### config.mk
export PLATFORM = sky130hd
export DESIGN_NAME = universal_shift_reg
export DESIGN_NICKNAME = d
export VERILOG_FILES = /design/src/rtl/universal_shift_reg.sv
export SDC_FILE = /design/constraint.sdc
export NUM_CORES = 1
export LEC_CHECK = 0
export CORE_MARGIN = 5
export CORE_UTILIZATION = 41
export CTS_CLUSTER_DIAMETER = 150
export CTS_CLUSTER_SIZE = 16
export DETAILED_ROUTE_END_ITERATION = 7
export PLACE_DENSITY = 0.67
export SLEW_MARGIN = 20
export SYNTH_ARGS = -nofsm -noshare
export SYNTH_HDL_FRONTEND = slang
export SYNTH_SLANG_ARGS = --single-unit
### constraint.sdc
create_clock -name clk -period 2.5 [get_ports clk]
set_clock_uncertainty 0.15 [all_clocks]
set_input_delay 0.25 -clock clk [delete_from_list [all_inputs] [get_ports clk]]
set_output_delay 0.25 -clock clk [all_outputs]
set_load 0.005 [all_outputs]
### src/rtl/universal_shift_reg.sv
// universal_shift_reg: parameterised shift register with parallel load,
// single-step shift/rotate/arithmetic-shift, serial ports on both ends and
// a multi-cycle burst shift with a busy/done handshake.

// One bit of the register. It selects the next value of this bit from the
// candidate words the top level builds for each mode.
module usr_bit_cell (
   input  logic       do_step,
   input  logic [2:0] mode,
   input  logic       cur,
   input  logic       load_b,
   input  logic       shl_b,
   input  logic       shr_b,
   input  logic       rol_b,
   input  logic       ror_b,
   input  logic       asr_b,
   output logic       nxt
);

   // Per-bit mode mux; HOLD and the reserved code keep the current value.
   always_comb begin
      nxt = cur;
      if (do_step) begin
         unique case (mode)
            3'b001:  nxt = load_b;
            3'b010:  nxt = shl_b;
            3'b011:  nxt = shr_b;
            3'b100:  nxt = rol_b;
            3'b101:  nxt = ror_b;
            3'b110:  nxt = asr_b;
            default: nxt = cur;
         endcase
      end
   end

endmodule

module universal_shift_reg #(
   parameter int WIDTH = 16,
   localparam int SW   = $clog2(WIDTH)
) (
   input  logic             clk,
   input  logic             clr,
   input  logic             en,
   input  logic [2:0]       mode,
   input  logic [WIDTH-1:0] data_in,
   input  logic             sin_l,
   input  logic             sin_r,
   input  logic             start,
   input  logic [SW-1:0]    shamt,
   output logic [WIDTH-1:0] q,
   output logic             sout_l,
   output logic             sout_r,
   output logic             busy,
   output logic             done
);

   typedef enum logic [2:0] {
      M_HOLD = 3'b000,
      M_LOAD = 3'b001,
      M_SHL  = 3'b010,
      M_SHR  = 3'b011,
      M_ROL  = 3'b100,
      M_ROR  = 3'b101,
      M_ASR  = 3'b110,
      M_RSVD = 3'b111
   } mode_e;

   typedef enum logic {
      S_IDLE = 1'b0,
      S_RUN  = 1'b1
   } state_e;

   state_e          state, state_nx;
   logic [SW-1:0]   cnt, cnt_nx;
   logic [2:0]      mode_r, mode_r_nx;
   logic            done_nx;
   logic            do_step;
   logic [2:0]      step_mode;
   logic            is_shift;

   logic [WIDTH-1:0] shl_v, shr_v, rol_v, ror_v, asr_v, q_nx;

   // Candidate words for every shifting mode; serial inputs are used live.
   assign shl_v = {q[WIDTH-2:0], sin_r};
   assign shr_v = {sin_l, q[WIDTH-1:1]};
   assign rol_v = {q[WIDTH-2:0], q[WIDTH-1]};
   assign ror_v = {q[0], q[WIDTH-1:1]};
   assign asr_v = {q[WIDTH-1], q[WIDTH-1:1]};

   // Modes that take part in a multi-cycle burst (SHL..ASR).
   assign is_shift = (mode >= M_SHL) && (mode <= M_ASR);

   genvar gi;
   generate
      for (gi = 0; gi < WIDTH; gi++) begin : g_bit
         usr_bit_cell u_cell (
            .do_step (do_step),
            .mode    (step_mode),
            .cur     (q[gi]),
            .load_b  (data_in[gi]),
            .shl_b   (shl_v[gi]),
            .shr_b   (shr_v[gi]),
            .rol_b   (rol_v[gi]),
            .ror_b   (ror_v[gi]),
            .asr_b   (asr_v[gi]),
            .nxt     (q_nx[gi])
         );
      end
   endgenerate

   // Next-state / step control. start outranks en in IDLE; RUN ignores
   // every control input and just replays the latched mode.
   always_comb begin
      state_nx  = state;
      cnt_nx    = cnt;
      mode_r_nx = mode_r;
      done_nx   = 1'b0;
      do_step   = 1'b0;
      step_mode = mode;
      unique case (state)
         S_IDLE: begin
            if (start) begin
               if (shamt == '0) begin
                  // zero-length burst: no step, just acknowledge
                  done_nx = 1'b1;
               end else if (is_shift) begin
                  do_step   = 1'b1;
                  mode_r_nx = mode;
                  if (shamt == SW'(1)) begin
                     done_nx = 1'b1;
                  end else begin
                     cnt_nx   = shamt - SW'(1);
                     state_nx = S_RUN;
                  end
               end else begin
                  // HOLD / LOAD / reserved: a single step, acknowledged at once
                  do_step = 1'b1;
                  done_nx = 1'b1;
               end
            end else if (en) begin
               do_step = 1'b1;
            end
         end
         S_RUN: begin
            do_step   = 1'b1;
            step_mode = mode_r;
            cnt_nx    = cnt - SW'(1);
            if (cnt == SW'(1)) begin
               state_nx = S_IDLE;
               done_nx  = 1'b1;
            end
         end
         default: state_nx = S_IDLE;
      endcase
   end

   // State, counter, latched mode and done pulse; reset aborts any burst.
   always_ff @(posedge clk or negedge clr) begin
      if (!clr) begin
         state  <= S_IDLE;
         cnt    <= '0;
         mode_r <= M_HOLD;
         done   <= 1'b0;
      end else begin
         state  <= state_nx;
         cnt    <= cnt_nx;
         mode_r <= mode_r_nx;
         done   <= done_nx;
      end
   end

   // Data register.
   always_ff @(posedge clk or negedge clr) begin
      if (!clr) q <= '0;
      else      q <= q_nx;
   end

   assign busy   = (state == S_RUN);
   assign sout_l = q[WIDTH-1];
   assign sout_r = q[0];

endmodule

==> flow_summary.toml <==
[clock_network]
htree_levels = 1
cts_resized = 0
hold_buffers = 0
clkTransAtPathRegs_ps = 90
cts_made_buffers = 3
cts_max_path_buffers = 2
cts-root-buf = "clkbuf_8"
cts_sinks = 25
clkLatencyLatePin_ps = 270
cts_tree = "built"
post-cts-setup-buffers = 0

[worst_setup_path]
startpoint_type = "flop"
rr_endpoint = "q[3]"
endpoint_kind = "flop"
critical_path_class = "reg -> reg"
rr_worst_depth = 5
required_ps = 2520
timing.rr.start = "busy"
rrSetupSlack_ps = 170
cp_max_fo = 14
critPathArrivalTime_ps = 2350

[pwr]
swShare_pct = 43.0
irDropWorstVdd_mv = 0.811
p_leak_uw = 0.00106
p_int_uw = 2360
p_per_area_nw_per_um2 = 1520
p_seq_share_pct = 22.7
power.share.clock_pct = 5.9
power.switching_uw = 1780
p_comb_share_pct = 71.4

[placed_design]
dp_cells = 319
hpwl_um = 3970
gp_congestion = 0.802
port_buffers = 48

[synthesis]
synth-seq-area-share_pct = 29.2
syn-cell-area_sq_um = 2140
syn-mean-instance-area_sq_um = 10.1
synth_seq_cells = 25
ys_types = 42
syn_nets = 245
yosysWarnings = 0
syn_inst = 212

[die]
coreArea_sq_um = 5110
io_pins = 49
die_h_um = 82.3
die_w_um = 82.3
start_util_pct = 41.9
num_rows = 26
die-area_sq_um = 6770

[timing]
rsz0062_at_grt = "false"
tightest_slew_ps = 729
fin_crit_sh_pct = 93.2
slew_headroom_pct = 51.1
max_clock_freq_ghz = 0.429
period_needed_ps = 2330
fin_tns_setup_ps = 0
hold_viol_final = 0
maxSlewViolCount = 0
setup_viol = 0

[grt]
grtUsageTotal_pct = 16.8
antenna_found_initial = 0
grt_max_degree = 26
grt_pass1_wl_um = 8860
grt_pass1_vias = 1859
grt_remaining_overflow = 0

[routing]
dr_total_vias = 1831
route.detailed.drc = 0
drtIter0Drc = 73
first_pass_iters = 4
ant_nets = 0
drt_wl_total_um = 5340
routed_via_density = 5.67
drt-wirelength-per-cell_um = 16.5

[final_layout]
fin_cells = 323
layout-drive-gt1-share_pct = 25.7
area_delta_synth_final_pct = 27.0
num_antenna_cells = 0
final_nets = 287
nFillCells = 489

[run_status]
outcome = "complete, no violations"

[job]
cap_violations = 0

[min_path]
holdCritPathClass = "in -> async"
## critical path: stages (launching register included)
cell and delay (ps):
dfrtp_1 710, mux2i_4 400, nor3_2 70, or3_1 440, buf_12 190, o31ai_1 260
## sequential cells by signal (all words and copies together), names as in the netlist
name	cells
q	16
cnt	4
mode_r	3
busy	1
done	1
## metrics by stage
stage / cell area (sq um) / util (%) / hold slack [ps] / power [uW] / setup slack, ps
global route: 2720 / 53.3 / 253 / 4450 / 2.27
CTS: 2720 / 53.3 / 207 / 4170 / 160
finish: 2720 / 53.3 / 196 / 4130 / 171
global placement: 2680 / 52.4 / 414 / 3840 / 62.7
detailed placement: 2680 / 52.4 / 427 / 3900 / -7.72
floorplan: 2140 / - / -196 / 3140 / 340
## cell type report
cell class              count  area [sq um]  area share [%]
inverters                   6          22.5           0.828
multi-input cells         150          1280            47.2
repair buffers             68           656            24.1
well taps                  70          87.6            3.22
clock buffers               4          45.0            1.66
flip-flops and latches     25           626            23.0
## placed cells by master (no fill, tap or decap), types with 2 or more instances in the layout
cell type        instances
a21oi_1                 19
a31o_2                   2
buf_12                   2
buf_4                   18
clkbuf_8                 3
clkdlybuf4s50_1         48
dfrtp_1                 25
ha_1                     4
inv_1                    5
mux2_2                  19
mux2i_4                  3
nand2_1                  9
nand3_1                  3
nor2_1                   7
nor3_1                   6
o21a_1                   3
o21ai_0                  2
o22ai_1                 17
o31ai_1                 20
o31ai_4                  9
or3_1                    2
or3b_2                   3
xnor2_1                  3
xor2_1                   3
## Yosys cell counts (all sizes together)
cell | count | area share [%]
a21oi | 19 | 4.4
o22ai | 17 | 5.0
or3 | 2 | 0.58
o211ai | 1 | 0.35
a311oi | 1 | 0.41
nand4 | 1 | 0.29
o21ai | 2 | 0.47
clkbuf | 10 | 1.8
xnor2 | 3 | 1.2
nand2 | 9 | 1.6
o2111a | 1 | 0.53
nor4bb | 1 | 0.47
o31ai | 30 | 17
mux2i | 3 | 3.2
a311o | 1 | 0.47
xor2 | 3 | 1.2
o21a | 3 | 1.1
dfrtp | 25 | 29
a31o | 2 | 0.82
mux2 | 20 | 11
nand3 | 3 | 0.70
nor3 | 8 | 2.6
or3b | 3 | 1.2
nor2 | 7 | 1.2
and4 | 1 | 0.41
nand3b | 1 | 0.35
ha | 4 | 2.3
o41ai | 2 | 1.2
inv | 6 | 1.1
nor2b | 1 | 0.29
buf | 21 | 8.0
a32oi | 1 | 0.41
## metal layers
metal / routed length (um) / track usage [%] / up-vias / part of all wire (%)
li1: - / - / 880 / -
met1: 2340 / 21.8 / 881 / 44
met2: 2690 / 29.6 / 66 / 50
met3: 281 / 2.17 / 4 / 5.3
met4: 31 / 3.49 / 0 / 0.58
met5: 0 / 0 / - / 0
## power by group through the flow
stage	logic, uW	registers, uW	clock network (uW)
floorplan	2310	835	0
global placement	2890	942	0
detailed placement	2950	949	0
CTS	2970	942	253
global route	3190	987	266
finish	2950	939	244
## worst max path at each step
stage	startpoint	to	slack [ps]	cells past startpoint
global route	busy	q[6]	2	5
floorplan	busy	q[10]	340	6
finish	busy	q[3]	170	5
detailed placement	shamt[0]	cnt[2]	-8	7
global placement	shamt[0]	cnt[2]	60	7
CTS	busy	q[3]	160	5
## cell families (layout without fill, tap and decap cells)
group | Yosys count | after routing | share of synthesized area [%]
xor+xnor | 6 | 6 | 2.45
simple gates | 37 | 37 | 9.76
compound gates | 80 | 80 | 31.6
buf+inv | 37 | 78 | 10.8
flops | 25 | 25 | 29.2
mux | 23 | 23 | 13.8
fa+ha+maj | 4 | 4 | 2.34
No activity file was read; power rests on OpenSTA's default activity.
